## config.mk

```make
export PLATFORM = sky130hd
export DESIGN_NAME = serial_frame_deframer
export DESIGN_NICKNAME = d
export VERILOG_FILES = /design/src/rtl/serial_frame_deframer.sv
export SDC_FILE = /design/constraint.sdc
export NUM_CORES = 1
export LEC_CHECK = 0
export CAP_MARGIN = 20
export CORE_ASPECT_RATIO = 2
export CORE_MARGIN = 1
export CORE_UTILIZATION = 50
export CTS_CLUSTER_DIAMETER = 150
export DETAILED_ROUTE_END_ITERATION = 16
export PLACE_DENSITY_LB_ADDON = 0.08
export SETUP_SLACK_MARGIN = 0.2
export SYNTH_ARGS = -nofsm -noshare
export SYNTH_HDL_FRONTEND = slang
export SYNTH_SLANG_ARGS = --single-unit
```

## constraint.sdc

```tcl
create_clock -name clki -period 2.01 [get_ports clki]
set_clock_uncertainty 0.2 [all_clocks]
set_input_delay 0.402 -clock clki [delete_from_list [all_inputs] [get_ports clki]]
set_output_delay 0.402 -clock clki [all_outputs]
set_load 0.03 [all_outputs]
```

## src/rtl/serial_frame_deframer.sv

```systemverilog
// Sync-hunting serial deframer: finds SYNC_PAT and shifts in a PAYLOAD_W-bit word MSB-first.
// Words go out through a 2-entry FIFO. Define PARITY_CHECK_EN to append and check an even-parity bit.
module serial_frame_deframer #(
    parameter int unsigned           SYNC_W    = 8,
    parameter logic [SYNC_W-1:0]     SYNC_PAT  = 8'hA5,
    parameter int unsigned           PAYLOAD_W = 8,
    parameter int unsigned           DROP_W    = 8
) (
    input  logic                 clki,
    input  logic                 rst,
    input  logic                 bit_in,
    input  logic                 bit_vld,
    output logic [PAYLOAD_W-1:0] word_data,
    output logic                 word_valid,
    input  logic                 word_ready,
    output logic                 locked,
    output logic                 ovf,
    output logic [DROP_W-1:0]    drop_cnt,
    output logic                 perr
);

    localparam int unsigned         CNT_W    = $clog2(PAYLOAD_W);
    localparam logic [CNT_W-1:0]    CNT_LAST = CNT_W'(PAYLOAD_W - 1);

    typedef enum logic [1:0] {StHunt, StData, StPar} state_e;

    state_e                 state_q, state_d;
    // The oldest sync bit is only ever compared, never stored.
    logic [SYNC_W-2:0]      shreg_q, shreg_d;
    logic [SYNC_W-1:0]      shifted;
    logic [CNT_W-1:0]       cnt_q, cnt_d;
    logic [PAYLOAD_W-1:0]   asm_q, asm_d;
    logic                   push;
    logic                   par_fail;
    logic [PAYLOAD_W-1:0]   push_word;

    assign shifted = {shreg_q, bit_in};

    always_comb begin
        state_d   = state_q;
        shreg_d   = shreg_q;
        cnt_d     = cnt_q;
        asm_d     = asm_q;
        push      = 1'b0;
        par_fail  = 1'b0;
        push_word = {asm_q[PAYLOAD_W-2:0], bit_in};
        unique case (state_q)
            StHunt: begin
                if (bit_vld) begin
                    if (shifted == SYNC_PAT) begin
                        state_d = StData;
                        shreg_d = '0;
                        cnt_d   = '0;
                    end else begin
                        shreg_d = shifted[SYNC_W-2:0];
                    end
                end
            end
            StData: begin
                if (bit_vld) begin
                    asm_d = {asm_q[PAYLOAD_W-2:0], bit_in};
                    cnt_d = cnt_q + 1'b1;
                    if (cnt_q == CNT_LAST) begin
                        cnt_d = '0;
`ifdef PARITY_CHECK_EN
                        state_d = StPar;
`else
                        state_d = StHunt;
                        shreg_d = '0;
                        push    = 1'b1;
`endif
                    end
                end
            end
            StPar: begin
`ifdef PARITY_CHECK_EN
                push_word = asm_q;
                if (bit_vld) begin
                    state_d = StHunt;
                    shreg_d = '0;
                    if ((^asm_q ^ bit_in) == 1'b0) begin
                        push = 1'b1;
                    end else begin
                        par_fail = 1'b1;
                    end
                end
`else
                state_d = StHunt;
                shreg_d = '0;
`endif
            end
            default: state_d = StHunt;
        endcase
    end

    always_ff @(posedge clki or posedge rst) begin
        if (rst) begin
            state_q <= StHunt;
            shreg_q <= '0;
            cnt_q   <= '0;
            asm_q   <= '0;
        end else begin
            state_q <= state_d;
            shreg_q <= shreg_d;
            cnt_q   <= cnt_d;
            asm_q   <= asm_d;
        end
    end

    assign locked = (state_q == StData) || (state_q == StPar);

    // Output FIFO: two entries, one-bit pointers, explicit occupancy.
    logic [PAYLOAD_W-1:0] mem_q [2];
    logic                 rd_ptr_q, wr_ptr_q;
    logic [1:0]           fill_q;
    logic                 pop, full, accept, drop;
    logic                 ovf_q, perr_q;
    logic [DROP_W-1:0]    drop_q;

    assign pop    = word_valid & word_ready;
    assign full   = (fill_q == 2'd2);
    assign accept = push & (~full | pop);
    assign drop   = push & full & ~pop;

    always_ff @(posedge clki or posedge rst) begin
        if (rst) begin
            for (int i = 0; i < 2; i++) mem_q[i] <= '0;
            rd_ptr_q <= 1'b0;
            wr_ptr_q <= 1'b0;
            fill_q   <= 2'd0;
            ovf_q    <= 1'b0;
            perr_q   <= 1'b0;
            drop_q   <= '0;
        end else begin
            if (accept) begin
                mem_q[wr_ptr_q] <= push_word;
                wr_ptr_q        <= ~wr_ptr_q;
            end
            if (pop) rd_ptr_q <= ~rd_ptr_q;
            if (accept && !pop) begin
                fill_q <= fill_q + 2'd1;
            end else if (!accept && pop) begin
                fill_q <= fill_q - 2'd1;
            end
            ovf_q  <= drop;
            perr_q <= par_fail;
            if (drop && (drop_q != '1)) drop_q <= drop_q + 1'b1;
        end
    end

    assign word_data  = mem_q[rd_ptr_q];
    assign word_valid = (fill_q != 2'd0);
    assign ovf        = ovf_q;
    assign perr       = perr_q;
    assign drop_cnt   = drop_q;

endmodule

```

# After elaboration in Yosys (flattened, before gate mapping)
# Cells that the tools add are included.
classes:
  addsub: 4
  n_lt_le_gt_ge: 3
  eq_ne: 10
  n_mux: 26
  bitwise_logic: 11
  n_reduce_logical: 16
ops:
  columns: ["cell", "count"]
  rows:
  - ["2-to-1 mux 8 bit", 4]
  - ["2-to-1 mux 7 bit", 4]
  - ["case mux 7 bit (3 select lines)", 1]
  - ["bitwise mux 16 bit", 1]
  - ["2-to-1 mux 2 bit", 6]
  - ["2-to-1 mux 3 bit", 4]
  - ["AND reduction 4 bit", 3]
  - ["adder 8 x 1 -> 8 bit (second input constant)", 1]
  - ["demux 8 bit (select 1 bit)", 1]
  - ["equality test 8 bit (second input constant)", 1]
  - ["inequality test 2 bit (second input constant)", 4]
  - ["inequality test 8 bit (second input constant)", 1]
  - ["case mux 3 bit (2 select lines)", 1]
  - ["nonzero test 2 bit", 3]
  - ["AND 1 bit", 4]
  - ["equality test 2 bit (second input constant)", 2]
  - [">= comparator 2 bit (second input constant)", 2]
  - ["logical AND 1 bit", 4]
  - ["inverter 1 bit", 4]
  - ["inverter 1 -> 2 bit", 2]
  - ["case mux 2 bit (2 select lines)", 1]
  - ["adder 3 x 1 -> 3 bit (second input constant)", 1]
  - ["equality test 3 bit (second input constant)", 1]
  - ["2-to-1 mux 1 bit", 3]
  - ["10 further kinds", 11]
totals:
  reg_bits: 48
  input_bits: 5
  output_inout_bits: 20
  word_cells: 81

# Logic depth before layout (Yosys ltp)
logic_depth:
  ltp_word: 9
  depth_mapped: 8
  depth_no_buf: 8

# Least setup slack after synthesis
# No wires, ideal clock.
synth_path:
  kind: "register -> register"
  startpoint: "register cnt_q[0]"
  endpoint: "register mem_q[8] (netlist name)"
  setup_time_ns: 0.125
  arrival_ns: 1.702
  path_slack_ns: -0.017
  path_stages_with_launch: 6
  n_path_buf: 0
  path_cell_list: "dfrtp_1 ha_1 ha_1 nand3_2 nor3_2 mux2_2"
synth_between:
  elab_chain_cells: 5
synth_lines:
  columns: ["element", "line", "text"]
  rows:
  - ["start, declared", "31", "logic [CNT_W-1:0] cnt_q, cnt_d;"]
  - ["start signal, assigned", "105", "cnt_q <= cnt_d;"]
  - ["equality test 3 bit", "63", "if (cnt_q == CNT_LAST) begin"]
  - ["2-to-1 mux 1 bit", "63", null]
  - ["2-to-1 mux 1 bit", "60", "if (bit_vld) begin"]
  - ["2-to-1 mux 1 bit", "47", "unique case (state_q)"]
  - ["AND 1 bit", "122", "assign accept = push & (~full | pop);"]
  - ["end signal, assigned by index", "136", "mem_q[wr_ptr_q] <= push_word;"]
  - ["end, declared", "113", "logic [PAYLOAD_W-1:0] mem_q [2];"]
# No other way between the ends.
# A chain may end at the register's enable or synchronous reset.

# Worst setup path after layout
layout_path:
  startpoint: "register cnt_q[1]"
  endpoint: "register drop_q[5] (netlist: drop_cnt[5])"
layout_between:
  elab_chain_cells: 7
layout_lines:
  columns: ["element", "line", "text"]
  rows:
  - ["equality test 3 bit", "63", null]
  - ["2-to-1 mux 1 bit", "63", null]
  - ["2-to-1 mux 1 bit", "60", null]
  - ["2-to-1 mux 1 bit", "47", null]
  - ["AND 1 bit (2 in series)", "123", "assign drop = push & full & ~pop;"]
  - ["logical AND 1 bit", "147", "if (drop && (drop_q != '1)) drop_q <= drop_q + 1'b1;"]
  - ["end signal, assigned", "147", null]
  - ["end, declared", "118", "logic [DROP_W-1:0] drop_q;"]
# No other way between the ends.

==> flow_metrics.py <==
metrics = {
    "outcome": {
        "status": "finished clean",
    },
    "layout": {
        "drive_above_1_share": 0.502,
        "area.growth.synth_to_final_pct": 41.9,
        "fin_util": 0.745,
        "layout.nets": 237,
        "final_cell_count_no_fill": 281,
        "antenna_cells": 0,
        "final_area_sq_mm": 0.00304,
        "fillers": 267,
    },
    "critical_path": {
        "end_kind": "flip-flop",
        "r2r-start": "cnt_q[1]",
        "criticalPathCategory": "flip-flop to flip-flop",
        "path_cells": "ha_2 > ha_4 > nand3_4 > nor4_2 > mux2_2",
        "worstSetupStartpoint": "cnt_q[1]",
        "worstPathMaxFanout": 6,
        "cp_slowest_cell": "nor4_2",
        "start_kind": "flip-flop",
        "cp.arrival_ns": 1.96,
        "max_stage_delay_ns": 0.41,
        "worstPathRequired_ns": 2.00,
    },
    "grt": {
        "grt_pass1_vias": 1648,
        "grt_pass1_wl_microns": 8300,
        "antenna_found_initial": 0,
        "grt_max_degree": 25,
        "globalRoute.totalOverflow": 0,
        "grt_use_total": 0.244,
    },
    "synth": {
        "synth_nets": 175,
        "yosys_warnings": 0,
        "async_reset_ff_frac": 1.00,
        "syn_area_sq_mm": 0.00214,
        "ys.flop_type": "dfrtp_1",
        "ys_ff_latch": 47,
        "synth_area_per_cell_sq_um": 12.9,
        "synth_cell_types": 38,
        "synth.top_cell.area_share": 0.548,
        "yosysTopAreaCell": "dfrtp_1",
        "synth_edf_count": 0,
        "synth.yosys.seq_area_share": 0.548,
        "synth_cells": 166,
        "ys_top_cells_by_area": "dfrtp_1 55%, mux2_2 18%, ha_1 2.3%",
    },
    "placed_design": {
        "placed_cell_area_sq_mm": 0.00263,
        "dp.final_hpwl_microns": 3160,
        "placed_cells": 256,
        "place_congestion": 0.857,
        "portBuffers": 23,
        "pre_cts_slack_ns": -0.345,
    },
    "clock_tree": {
        "cts_tree": "yes",
        "htree_levels": 2,
        "root_buffer": "clkbuf_8",
        "clk_latency_ns": 0.30,
        "clk_pin_slew_worst_paths_ns": 0.09,
        "numClockSinks": 47,
        "cts_buffer_depth": 2,
        "cts-buffers-inserted": 5,
    },
    "detailed_routing": {
        "drt-total-wl_microns": 5100,
        "drt-pass1-iter-count": 6,
        "drtIter0Drc": 29,
        "vias": 1578,
        "drtAntennaViolNets": 0,
        "routedWlPerCell_microns": 18.1,
        "drt-vias-per-instance": 5.62,
        "route.detailed.drc": 0,
    },
    "sta": {
        "fin_ws_ns": 0.0332,
        "setup_viol": 0,
        "hold_viol_final": 0,
        "timing.hold.ws_ns": 0.249,
        "tns_ns": 0,
        "fin_crit_ns": 1.98,
        "fmax_mhz": 506,
        "maxSlewViolCount": 0,
        "period_share": 0.983,
        "rsz0062_at_grt": "true",
    },
    "floorplan": {
        "dieArea_sq_mm": 0.00457,
        "fp.dieH_microns": 94.6,
        "ios": 25,
        "die_w_microns": 48.3,
        "core_sq_mm": 0.00409,
        "rows": 33,
        "initial_core_util": 0.525,
    },
    "pwr": {
        "totalPowerFinal_mw": 2.14,
        "power_leakage_nw": 1.46,
        "p_per_area_mw_per_mm2": 703,
        "ir_drop_uv": 626,
    },
    "min_path": {
        "hp-class": "input pin to asynchronous set/reset pin",
    },
    "run": {
        "drv_cap": 0,
    },
}
==> what timing repair did <==
action | CTS | global route
hold buffers | 0 | 0
buffers inserted | 9 | 8
pin swaps | 9 | 5
setup endpoints to repair | 44 | 39
gates resized for setup | 101 | 29
==> synth_stat cells, drive strengths merged (2+ instances only) <==
cell and count:
o2bb2ai 3, nand2b 5, xor2 4, buf 2, xnor2 4, nor2 6, mux2 34, o21ai 2
nand3 11, o311ai 2, a2111oi 2, and3 2, inv 4, ha 4, clkbuf 3, dfrtp 47
nor4 3, a22o 5, nand2 7
==> worst max-delay path, delay by kind of cell, from the launching register on <==
kind          cells  cell delay, ns
simple gates      2            0.55
mux               1            0.40
flops             1            0.37
fa+ha+maj         2            0.34
==> layout by cell type, fill, tap and decap left out, types with 4 or more instances in the layout <==
cell and n:
xnor2_1 4, dfrtp_1 44, mux2_4 19, nor2_1 4, dlygate4sd2_1 8, clkbuf_8 5, a22o_1 5, buf_4 28
nand3_1 8, nand2b_1 5, nand2_1 6, buf_6 15, mux2_2 15
==> logic make-up (layout without fill, tap and decap cells) <==
logic type | count (synthesis) | after routing | synth area share
adders and majority gates | 4 | 4 | 0.0233
AOI/OAI and AO/OA | 19 | 19 | 0.0747
and+or+nand+nor | 43 | 43 | 0.118
other | 1 | 1 | 0.00175
xor gates and xnor gates | 8 | 8 | 0.0327
buffers and inverters | 9 | 72 | 0.0181
muxes | 35 | 35 | 0.183
DFF | 47 | 47 | 0.548
==> worst paths after layout <==
path,end,slack [ns],cells past startpoint
worst max register to register,drop_cnt[5],0.03,5
worst min register to register,drop_cnt[0],0.31,1
min in group clki,drop_cnt[0],0.31,1
worst max-delay path,drop_cnt[5],0.03,5
max in group asynchronous,drop_cnt[0],1.09,3
worst min-delay path,mem_q[5],0.25,3
==> area by class of cell <==
cell class                 count  area, sq um  share of cell area
inverter                       4         15.0             0.00493
multi-input combinational    110         1160               0.381
tap                           52         65.1              0.0214
timing repair buffer          60          539               0.177
sequential                    47         1180               0.388
clock buffer                   6         72.6              0.0238
clock inverter                 2         12.5             0.00411
==> metal layers <==
layer  share of wire  vias to the layer above  track usage
li1                -                      730            -
met1            0.36                      795        0.270
met2            0.57                       41        0.444
met3           0.032                       12       0.0531
met4           0.029                        0        0.108
met5               0                        -            0
==> sequential cells by signal, indices dropped and copies added, names as in the netlist <==
name,cells
mem_q,16
state_q,1
ovf,1
asm_q,7
cnt_q,3
drop_cnt,8
fill_q,2
wr_ptr_q,1
shreg_q,7
rd_ptr_q,1
==> where the power goes <==
group	internal (mW)	switching (mW)
registers	1.00	0.0468
clock network	0.243	0.311
logic	0.280	0.257
total	1.53	0.615
Note: power is estimated with default switching activity, not from simulation.
